[src/rtl/gate_pipe_credit_fifo_if.sv]
// Handshake bundle between the gated pipeline, its issuing logic and the consumer.
// The master side drives issue/arrival/ready; the slave side is the credit FIFO.
interface gate_pipe_credit_fifo_if #(
    parameter int WIDTH = 1
);
    logic             issue_valid;
    logic             can_issue;
    logic             in_valid;
    logic [WIDTH-1:0] in_data;
    logic             out_valid;
    logic [WIDTH-1:0] out_data;
    logic             out_ready;

    modport master (
        output issue_valid, in_valid, in_data, out_ready,
        input  can_issue, out_valid, out_data
    );

    modport slave (
        input  issue_valid, in_valid, in_data, out_ready,
        output can_issue, out_valid, out_data
    );
endinterface

[src/rtl/gate_pipe_credit_fifo.sv]
// Output FIFO behind a fixed-latency, no-backpressure pipeline. Credits cover both
// buffered entries and beats still in flight, so legal upstream traffic never overflows.
module gate_pipe_credit_fifo #(
    parameter int DEPTH = 4,
    parameter int WIDTH = 1
) (
    input  logic                       clk,
    input  logic                       rst,
    gate_pipe_credit_fifo_if.slave     bus,
    output logic [$clog2(DEPTH+1)-1:0] count,
    output logic                       error
);
    localparam int CW = $clog2(DEPTH + 1);
    localparam int PW = $clog2(DEPTH);
    localparam logic [CW-1:0] FULL     = CW'(DEPTH);
    localparam logic [PW-1:0] LAST_PTR = PW'(DEPTH - 1);
    localparam logic [CW:0]   CREDITS  = (CW + 1)'(DEPTH);

    // Small storage read asynchronously so the head is visible the cycle after a push.
    logic [WIDTH-1:0] mem [DEPTH];

    logic [PW-1:0] wr_ptr_reg, wr_ptr_next;
    logic [PW-1:0] rd_ptr_reg, rd_ptr_next;
    logic [CW-1:0] count_reg, count_next;
    logic [CW-1:0] inflight_reg, inflight_next;
    logic          error_reg, error_next;

    logic          push, pop, full, wr_en;
    logic [CW:0]   credits_used;

    assign full         = (count_reg == FULL);
    assign push         = bus.in_valid;
    assign pop          = bus.out_valid & bus.out_ready;
    assign wr_en        = push & (~full | pop);
    assign credits_used = {1'b0, count_reg} + {1'b0, inflight_reg};

    // Registered state only: no same-cycle credit for a pop.
    assign bus.can_issue = (credits_used < CREDITS);
    assign bus.out_valid = (count_reg != '0);
    assign bus.out_data  = mem[rd_ptr_reg];
    assign count         = count_reg;
    assign error         = error_reg;

    always_comb begin
        wr_ptr_next   = wr_ptr_reg;
        rd_ptr_next   = rd_ptr_reg;
        count_next    = count_reg;
        inflight_next = inflight_reg;
        error_next    = error_reg;

        if (wr_en) begin
            wr_ptr_next = (wr_ptr_reg == LAST_PTR) ? '0 : wr_ptr_reg + 1'b1;
        end
        if (pop) begin
            rd_ptr_next = (rd_ptr_reg == LAST_PTR) ? '0 : rd_ptr_reg + 1'b1;
        end

        case ({wr_en, pop})
            2'b10:   count_next = count_reg + 1'b1;
            2'b01:   count_next = count_reg - 1'b1;
            default: count_next = count_reg;
        endcase

        if (bus.issue_valid && !bus.in_valid) begin
            inflight_next = (inflight_reg == FULL) ? inflight_reg : inflight_reg + 1'b1;
        end else if (!bus.issue_valid && bus.in_valid) begin
            inflight_next = (inflight_reg == '0) ? '0 : inflight_reg - 1'b1;
        end

        if ((push && full && !pop) ||
            (bus.in_valid && inflight_reg == '0) ||
            (bus.issue_valid && !bus.can_issue)) begin
            error_next = 1'b1;
        end
    end

    always_ff @(posedge clk) begin
        if (rst) begin
            wr_ptr_reg   <= '0;
            rd_ptr_reg   <= '0;
            count_reg    <= '0;
            inflight_reg <= '0;
            error_reg    <= 1'b0;
        end else begin
            wr_ptr_reg   <= wr_ptr_next;
            rd_ptr_reg   <= rd_ptr_next;
            count_reg    <= count_next;
            inflight_reg <= inflight_next;
            error_reg    <= error_next;
        end
    end

    always_ff @(posedge clk) begin
        if (!rst && wr_en) begin
            mem[wr_ptr_reg] <= bus.in_data;
        end
    end
endmodule

[src/flat_wrapper.sv]
// flat-port wrapper written by rule: the top's interface ports become plain ports
module gate_pipe_credit_fifo_flat 
#(
    parameter int DEPTH = 4,
    parameter int WIDTH = 1
)
  (clk, rst, count, error, bus_issue_valid, bus_in_valid, bus_in_data, bus_out_ready, bus_can_issue, bus_out_valid, bus_out_data);
  gate_pipe_credit_fifo_if #(.WIDTH(WIDTH)) bus_i ();
  input  logic clk;
  input  logic rst;
  output logic [$clog2(DEPTH+1)-1:0] count;
  output logic error;
  input wire logic [$bits(bus_i.issue_valid)-1:0] bus_issue_valid;
  input wire logic [$bits(bus_i.in_valid)-1:0] bus_in_valid;
  input wire logic [$bits(bus_i.in_data)-1:0] bus_in_data;
  input wire logic [$bits(bus_i.out_ready)-1:0] bus_out_ready;
  output wire logic [$bits(bus_i.can_issue)-1:0] bus_can_issue;
  output wire logic [$bits(bus_i.out_valid)-1:0] bus_out_valid;
  output wire logic [$bits(bus_i.out_data)-1:0] bus_out_data;
  assign bus_i.issue_valid = bus_issue_valid;
  assign bus_i.in_valid = bus_in_valid;
  assign bus_i.in_data = bus_in_data;
  assign bus_i.out_ready = bus_out_ready;
  assign bus_can_issue = bus_i.can_issue;
  assign bus_out_valid = bus_i.out_valid;
  assign bus_out_data = bus_i.out_data;
  gate_pipe_credit_fifo #(.DEPTH(DEPTH), .WIDTH(WIDTH)) u_core (.clk(clk), .rst(rst), .bus(bus_i), .count(count), .error(error));
endmodule
[config.mk]
export PLATFORM = sky130hd
export DESIGN_NAME = gate_pipe_credit_fifo_flat
export DESIGN_NICKNAME = d
export VERILOG_FILES = /design/src/rtl/gate_pipe_credit_fifo_if.sv /design/src/rtl/gate_pipe_credit_fifo.sv /design/src/flat_wrapper.sv
export SDC_FILE = /design/constraint.sdc
export NUM_CORES = 1
export LEC_CHECK = 0
export ABC_AREA = 1
export CAP_MARGIN = 20
export CORE_MARGIN = 1
export CORE_UTILIZATION = 57
export CTS_CLUSTER_SIZE = 24
export DETAILED_ROUTE_END_ITERATION = 12
export HOLD_SLACK_MARGIN = 0.12
export PLACE_DENSITY = 0.81
export SYNTH_ARGS = -nofsm -noshare
export SYNTH_HDL_FRONTEND = slang
export SYNTH_SLANG_ARGS = --single-unit
[constraint.sdc]
create_clock -name clk -period 3.5 [get_ports clk]
set_input_delay 0.35 -clock clk [delete_from_list [all_inputs] [get_ports clk]]
set_output_delay 0.35 -clock clk [all_outputs]
set_load 0.005 [all_outputs]
==> flow_summary.yaml <==
drt:
  ant_nets: 0
  num_vias: 822
  drc: 0
  first_pass_iters: 4
  via_per_inst: 5.17
  routedWlPerCell_um: 11.6
  routed_wl_mm: 1.85
  drt_iter0_markers: 29
setup_path:
  critPathCaptureType: "primary output"
  r2r_slack_ns: 1.90
  reg2reg_from: "u_core.count[2]$_SDFFE_PP0P_"
  reg2reg_depth: 10
  path_buf_inv: 1
  cp_max_fo: 5
  critical_path.top_delay_family: "buffers and inverters"
  startpoint: "u_core.count[2]$_SDFFE_PP0P_"
  slowest_stage: "clkdlybuf4s50_1"
  cp_cell_sequence: "ha_1 -> nor3_1 -> and2_1 -> clkdlybuf4s50_1"
  crit_arrival_ns: 1.76
  max_stage_delay_ns: 0.50
  crit_type: "reg2out"
  critPathLaunchType: "flop"
  crit_required_ns: 3.15
  r2r_end: "u_core.count[2]$_SDFFE_PP0P_"
yosys:
  syn_nets: 144
  synth-seq-cells: 17
  syn_area_um2: 976
  synth_top_area_cell: "dfxtp_1"
  yosysWarnings: 0
  synth_top_area_share_pct: 26.7
  synth_cell_type_count: 23
  syn_avg_cell_area_um2: 7.68
  syn_inst: 127
  ys_top_cells_by_area: "dfxtp_1, ha_1, edfxtp_1"
  yosysSeqAreaShare_pct: 39.0
clock_network:
  root_buffer: "clkbuf_4"
  cts_buffers: 3
  clkSinkCount: 17
  clkTransAtPathRegs_ns: 0.09
  ctsResizeCount: 0
  clock_latency_ns: 0.29
  htree_levels: 1
  cts_max_path_buffers: 2
  cts_setup_buffers: 0
  cts.hold.buffers_added: 0
  tritoncts: "built"
run_status:
  status: "completed"
die:
  start_util_pct: 62.6
  fp.dieH_um: 43.4
  rows: 14
  pin_count: 13
  fp.dieW_um: 43.4
  core_area_um2: 1560
  dieArea_um2: 1880
placed_design:
  dp_slack_ns: 1.47
  place_congestion: 0.795
  post_dp_cell_area_um2: 1120
  numPortBuffers: 12
  dp_hpwl_mm: 1.47
cells_and_area:
  nNetsFinal: 161
  final_cell_mix: "nand2_1, nor2_1, inv_1"
  num-fill-cells: 123
  layout_commonest_cell: "nand2_1"
  syn_to_final_growth_pct: 17.1
  multi_input_area_um2: 505
  diodes: 0
  ff_latch_area_um2: 380
  final_cell_area_um2: 1140
  final_util_pct: 73.3
  drive_gt1_share_pct: 10.5
power_and_ir_drop:
  ir_drop_uv: 316
  total_power_mw: 0.550
  power_density_nw_per_um2: 482
  leakage_nw: 0.554
timing:
  setup_viol: 0
  slew_headroom_pct: 81.7
  period_needed_ns: 2.11
  period_share_pct: 60.4
  fmax_mhz: 473
  rsz0062_at_grt: "no"
  worstMarginPinSlew_ns: 0.273
  finalMaxSlewViolations: 0
  finalHoldViolCount: 0
  final.setup.tns_ns: 0
  fin_ws_ns: 1.39
  clock_skew_ns: 0.00168
job:
  drv_cap: 0
min_path:
  worstHoldStart: "u_core.rd_ptr_reg[1]$_SDFFE_PP0N_"
  hold_depth: 2
  hold_path_class: "reg2reg"
global_route:
  grt_overflow: 0
  antenna_found_initial: 0
  grt_pass1_vias: 758
  grt_pass1_wl_mm: 3.17
  grt_use_total_pct: 23.0
  grt_max_degree: 11
synth_stat cells:
cell,number
nand2_2,2
dfxtp_1,13
nand3_2,2
inv_2,5
nor3_1,1
nand3_1,8
fa_1,1
a21o_1,1
o211a_1,1
o21ai_1,1
a32oi_1,1
a21oi_1,7
nor2_1,19
clkinv_1,1
o21ai_0,5
nand2_1,22
mux2i_1,1
edfxtp_1,4
and2_1,1
o21ai_2,1
nor2_2,2
inv_1,18
ha_1,10
layer usage:
layer  track usage [%]  routed length [um]  vias to the layer above
li1                  -                   -                      436
met1              25.9                 773                      356
met2              41.5                 986                       26
met3              6.25                  73                        4
met4              8.13                  14                        0
met5                 0                   0                        -
worst max-delay path by stage:
stage | slack [ns] | cells past startpoint | endpoint
CTS | 1.37 | 4 | bus_can_issue
global route | 1.27 | 4 | bus_can_issue
floorplan | 2.02 | 10 | u_core.count[2]$_SDFFE_PP0P_
finish | 1.39 | 4 | bus_can_issue
detailed placement | 1.47 | 10 | u_core.count[2]$_SDFFE_PP0P_
global placement | 1.52 | 10 | u_core.count[2]$_SDFFE_PP0P_
stage by stage:
| stage | hold WS [ns] | cells |
|---|---|---|
| floorplan | 0.419 | 127 |
| global route | 0.586 | 159 |
| finish | 0.539 | 159 |
| global placement | 0.497 | 155 |
| CTS | 0.542 | 159 |
| detailed placement | 0.529 | 155 |
power by group:
| group | internal [mW] | total (mW) | switching, mW |
|---|---|---|---|
| Clock | 0.0443 | 0.104 | 0.0592 |
| Sequential | 0.227 | 0.253 | 0.0255 |
| Combinational | 0.0933 | 0.194 | 0.100 |
| Total | 0.365 | 0.550 | 0.185 |
cells by family after synthesis:
logic type / Yosys count / synth area share [%]
buf+inv: 24 / 9.23
fa+ha+maj: 11 / 14.9
compound gates: 17 / 10.3
mux: 1 / 1.03
flops: 17 / 39.0
simple gates: 57 / 25.6
tightest hold or removal path, delay by kind of cell, from the launching register on:
kind	cells	cell delay, ns
flip-flops	1	0.33
AND/OR/NAND/NOR	2	0.17
final cells by class:
class                           count  share of cell area [%]
Multi-Input combinational cell     86                    44.2
Tap cell                           16                    1.75
Sequential cell                    17                    33.3
Inverter                           24                    7.89
Clock buffer                        4                    2.30
Timing Repair Buffer               12                    10.5
Note: power is estimated with default switching activity, not from simulation.
==> RTL edit 1: new RTL, config.mk and constraints unchanged <==
`DEPTH` is set to 4 in 2 places; all go to 8.
--- a/src/rtl/gate_pipe_credit_fifo.sv
+++ b/src/rtl/gate_pipe_credit_fifo.sv
@@ -3,3 +3,3 @@
 module gate_pipe_credit_fifo #(
-    parameter int DEPTH = 4,
+    parameter int DEPTH = 8,
     parameter int WIDTH = 1
--- a/src/flat_wrapper.sv
+++ b/src/flat_wrapper.sv
@@ -3,3 +3,3 @@
 #(
-    parameter int DEPTH = 4,
+    parameter int DEPTH = 8,
     parameter int WIDTH = 1
Ports: changed (resized count); port bits go from 13 to 14. The function was not compared with the original's and may differ.
==> RTL edit 1 against the original RTL <==
  * Sequential power grew 59%
  * Clock skew grew 5.1 ps
  * First-iteration DRC count up 38%
  * Global-route usage increased by 3.0 points
  * Final area increased by 45%
  * Critical path depth unchanged
  * Synthesized area grew 48%
  * Wire length is 58% higher
  * Combinational power grew 77%
  * Sequential cell count increased by 9
  * Sequential share of layout area grew 2.9 points
  * Setup slack got worse by 270 ps
  * Power increased by 74%
  * Critical endpoint unchanged
==> RTL edit 1: results <==
set metrics [dict create \
    synthTopCellsByCount "nor2_1, nand2_1, inv_1" \
    vdd_drop_max_mv 0.471 \
    crit_slowest_cell "clkdlybuf4s50_1" \
    fill_cells 185 \
    status "finished, final reports clean" \
    syn_avg_cell_area_um2 8.16 \
    cp_max_fo 6 \
    cts_inserted_buffers 3 \
    grt.met3_usage_pct 6.09 \
    finClkSkew_ps 6.80 \
    place_area_um2 1610 \
    cts.clk_slew.worst_paths_ps 150 \
    totalWireLength_mm 2.91 \
    viasPerCell 5.53 \
    synth_area_leader_cell "dfxtp_1" \
    htree_levels 1 \
    grt_pass1_wl_mm 5.18 \
    setup_tns_ps 0 \
    post_cts_resize_count 0 \
    grt_max_degree 16 \
    dp_cells 217 \
    syn_nets 194 \
    max_stage_delay_ps 530 \
    synth.area.top_cells "dfxtp_1, edfxtp_1, ha_1" \
    yosysMostFrequentCell "nor2_1" \
    synthDistinctLibCells 34 \
    antenna_found_initial 0 \
    root_buffer "clkbuf_4" \
    cts_buffer_depth 2 \
    dp.final_hpwl_mm 2.27 \
    use_met2_pct 44.7 \
    vias 1222 \
    yosysSeqAreaShare_pct 41.6 \
    dp_slack_ps 1390 \
    place_congestion 0.955 \
    worstSkewPairLatency_ps 340 \
    dr.pass1.iters 4 \
    tightest_slew_ps 425 \
    port_buffers 13 \
    fin_nets 211 \
    synth_edf_count 8 \
    cellLeakagePower_nw 0.728 \
    grt.met1_usage_pct 31.2 \
    drive_above_1_share_pct 11.4 \
    drt_iter0_drc 40 \
    ys_warn_count 0 \
    grt_usage_pct 26.0 \
]
-- RTL edit 1: cell count changes in the layout (fill, tap and decap cells not counted), sizes merged, moves of 2 or more --
cell / change
a21oi: +3
edfxtp: +4
inv: +2
dfxtp: +5
or2: +2
o21ai: +7
nand2: +3
nor3: +2
o211ai: +2
nand4: +2
nor2: +10
a21boi: +2
o32ai: +2
-- RTL edit 1: power by group --
part           leakage (nW)  switching [mW]  total (mW)  internal, mW
logic                 0.479           0.186       0.344         0.158
registers             0.221          0.0504       0.403         0.352
clock network        0.0279          0.0945       0.211         0.116
total                 0.728           0.331       0.958         0.627
-- RTL edit 1: path summary, 6_finish.rpt --
path                                            start  slack, ps  cells past startpoint                                  end
setup / recovery         u_core.count[1]$_SDFFE_PP0P_       1110                      4                        bus_can_issue
setup reg to reg         u_core.count[0]$_SDFFE_PP0P_       1820                     11         u_core.count[2]$_SDFFE_PP0P_
hold / removal    u_core.inflight_reg[0]$_SDFFE_PP0P_        510                      2  u_core.inflight_reg[0]$_SDFFE_PP0P_
hold reg to reg   u_core.inflight_reg[0]$_SDFFE_PP0P_        510                      2  u_core.inflight_reg[0]$_SDFFE_PP0P_
-- RTL edit 1: critical path: cells and delay by family, from the launching register on --
family                   cells  cell delay [ps]
adder cells (fa/ha/maj)      1              270
AO/OA/AOI/OAI                2              410
buffers and inverters        1              530
flip-flops                   1              480
-- RTL edit 1: kinds of logic (layout without fill, tap and decap cells) --
| group | count (synthesis) | in the layout | share of synthesized area, % |
|---|---|---|---|
| buffers and inverters | 26 | 42 | 6.76 |
| and+or+nand+nor | 76 | 76 | 24.3 |
| xor gates and xnor gates | 2 | 2 | 1.21 |
| muxes | 1 | 1 | 0.780 |
| DFF | 26 | 26 | 41.6 |
| adders and majority gates | 11 | 11 | 9.53 |
| AOI/OAI and AO/OA | 35 | 35 | 15.9 |
-- RTL edit 1: per-layer routing --
| layer | wire length (µm) | share of wire, % |
|---|---|---|
| met2 | 1430 | 49 |
| met4 | 34 | 1.2 |
| met3 | 147 | 5.0 |
| met5 | 0 | 0 |
| met1 | 1300 | 45 |
-- RTL edit 1: area by class of cell --
type | instances | area (µm²) | share of cell area (%)
clock buffers | 3 | 22.5 | 1.36
clock inverters | 1 | 30.0 | 1.81
inverters | 25 | 93.8 | 5.66
multi-input cells | 125 | 746 | 45.0
flip-flops and latches | 26 | 601 | 36.2
well taps | 28 | 35.0 | 2.11
repair buffers | 13 | 130 | 7.85
==> RTL edit 2: new RTL, same settings <==
Made on the original files. Make the reset (`rst`) asynchronous in one clocked block.
--- a/src/rtl/gate_pipe_credit_fifo.sv
+++ b/src/rtl/gate_pipe_credit_fifo.sv
@@ -76,3 +76,3 @@
 
-    always_ff @(posedge clk) begin
+    always_ff @(posedge clk or posedge rst) begin
         if (rst) begin
Behaviour: differs if rst is asserted again (counterexample within 4 cycles, from zero or initial values and one cycle with rst high); with rst held inactive, the same outputs for 10 cycles.
==> RTL edit 2 against the original RTL <==
  * Wire length shrank 13%
  * Synthesized area shrank 1.0%
  * Hold slack lost 180 ps
  * Synthesized cell count shrank 9.4%
  * Cell count shrank 7.5%
  * Final area shrank 0.88%
  * Core utilization grew 0.18 points
  * Setup slack lost 34 ps
  * Clock skew grew 5.1 ps
  * Sequential cell count shrank 2
  * Critical path type unchanged
  * Critical endpoint unchanged
  * Largest cell class unchanged
Power is not compared: it rests on default switching activity, and its combinational part moved more than twofold at a synthesized area within 25%.
==> RTL edit 2: results <==
set metrics [dict create \
    status "finished, final reports clean" \
    grt_pass1_wl_mm 2.81 \
    use_met2_pct 32.8 \
    synthMuxAreaShare_pct 0 \
    fin_cells 147 \
    critPathLaunch "u_core.inflight_reg[2]$_DFFE_PP0P_" \
    reg2reg_setup_slack_ps 1930 \
    place_congestion 0.827 \
    drive_above_1_share_pct 6.87 \
    grt_pass1_vias 701 \
    fill_cells 127 \
    synth_compound_area_share_pct 9.46 \
    r2r-start "u_core.count[0]$_DFFE_PP0P_" \
    grt_max_degree 13 \
    worstPathArrival_ps 1800 \
    synth_adder_area_share_pct 15.0 \
    met2_length_um 815 \
    synth.area.top_cells "dfrtp_1, ha_1, edfxtp_1" \
    met3WireLength_um 56 \
    post_cts_resize_count 0 \
    synthTopCellsByCount "nand2_1, inv_1, dfrtp_1" \
    dp_cells 143 \
    grt.met3_usage_pct 5.11 \
    sequentialPower_mw 0.315 \
    viasPerCell 5.30 \
    yosysSeqAreaShare_pct 40.9 \
    slew_headroom_pct 70.1 \
    synthDistinctLibCells 21 \
    topRoutingLayerUsed "met3" \
    wl_met1_um 736 \
    grt_usage_pct 20.2 \
    whs_ps 358 \
    synth_xor_area_share_pct 1.81 \
    dp.final_hpwl_mm 1.28 \
    finClkSkew_ps 6.79 \
    syn_nets 132 \
    grt.met1_usage_pct 26.8 \
    drt_iter0_drc 22 \
    max_stage_delay_ps 500 \
    async_flop_share_pct 73.3 \
    hp-class "in2async" \
    syn-instance-count 115 \
    totalWireLength_mm 1.61 \
    power_mw 0.877 \
    dr.pass1.iters 5 \
    ys.flop_type "dfrtp_1" \
    worstReg2RegEnd "u_core.count[2]$_DFFE_PP0P_" \
]
## RTL edit 2: changes by cell type in the layout (fill, tap and decap cells not counted), moves of 4 or more
cell	change
a21oi_1	-5
dfrtp_1	+11
dfxtp_1	-13
inv_2	-4
nand2_1	+4
nor2_1	-9
o21ai_0	+5
## RTL edit 2: layout make-up
type / instances / area share (%)
Multi-Input combinational cell: 79 / 43.4
Sequential cell: 15 / 34.9
Clock buffer: 4 / 2.32
Tap cell: 16 / 1.77
Inverter: 21 / 6.96
Timing Repair Buffer: 12 / 10.6
## RTL edit 2: worst reg2reg max path, cell delays in order, from the launching register on
cell and delay, ps:
dfrtp_1 470, nor2_4 90, nand2_4 80, nand3_4 90
fa_1 360, inv_1 70, nand3_1 80, nand2_1 80
nand2_1 50, nand2_1 50, nand2_1 50
## RTL edit 2: through the flow
step | instance area, µm² | setup WS, ps
after floorplan | 966 | 2030
after global placement | 1110 | 1530
after detailed placement | 1110 | 1480
after CTS | 1130 | 1340
after global routing | 1130 | 1270
final | 1130 | 1350
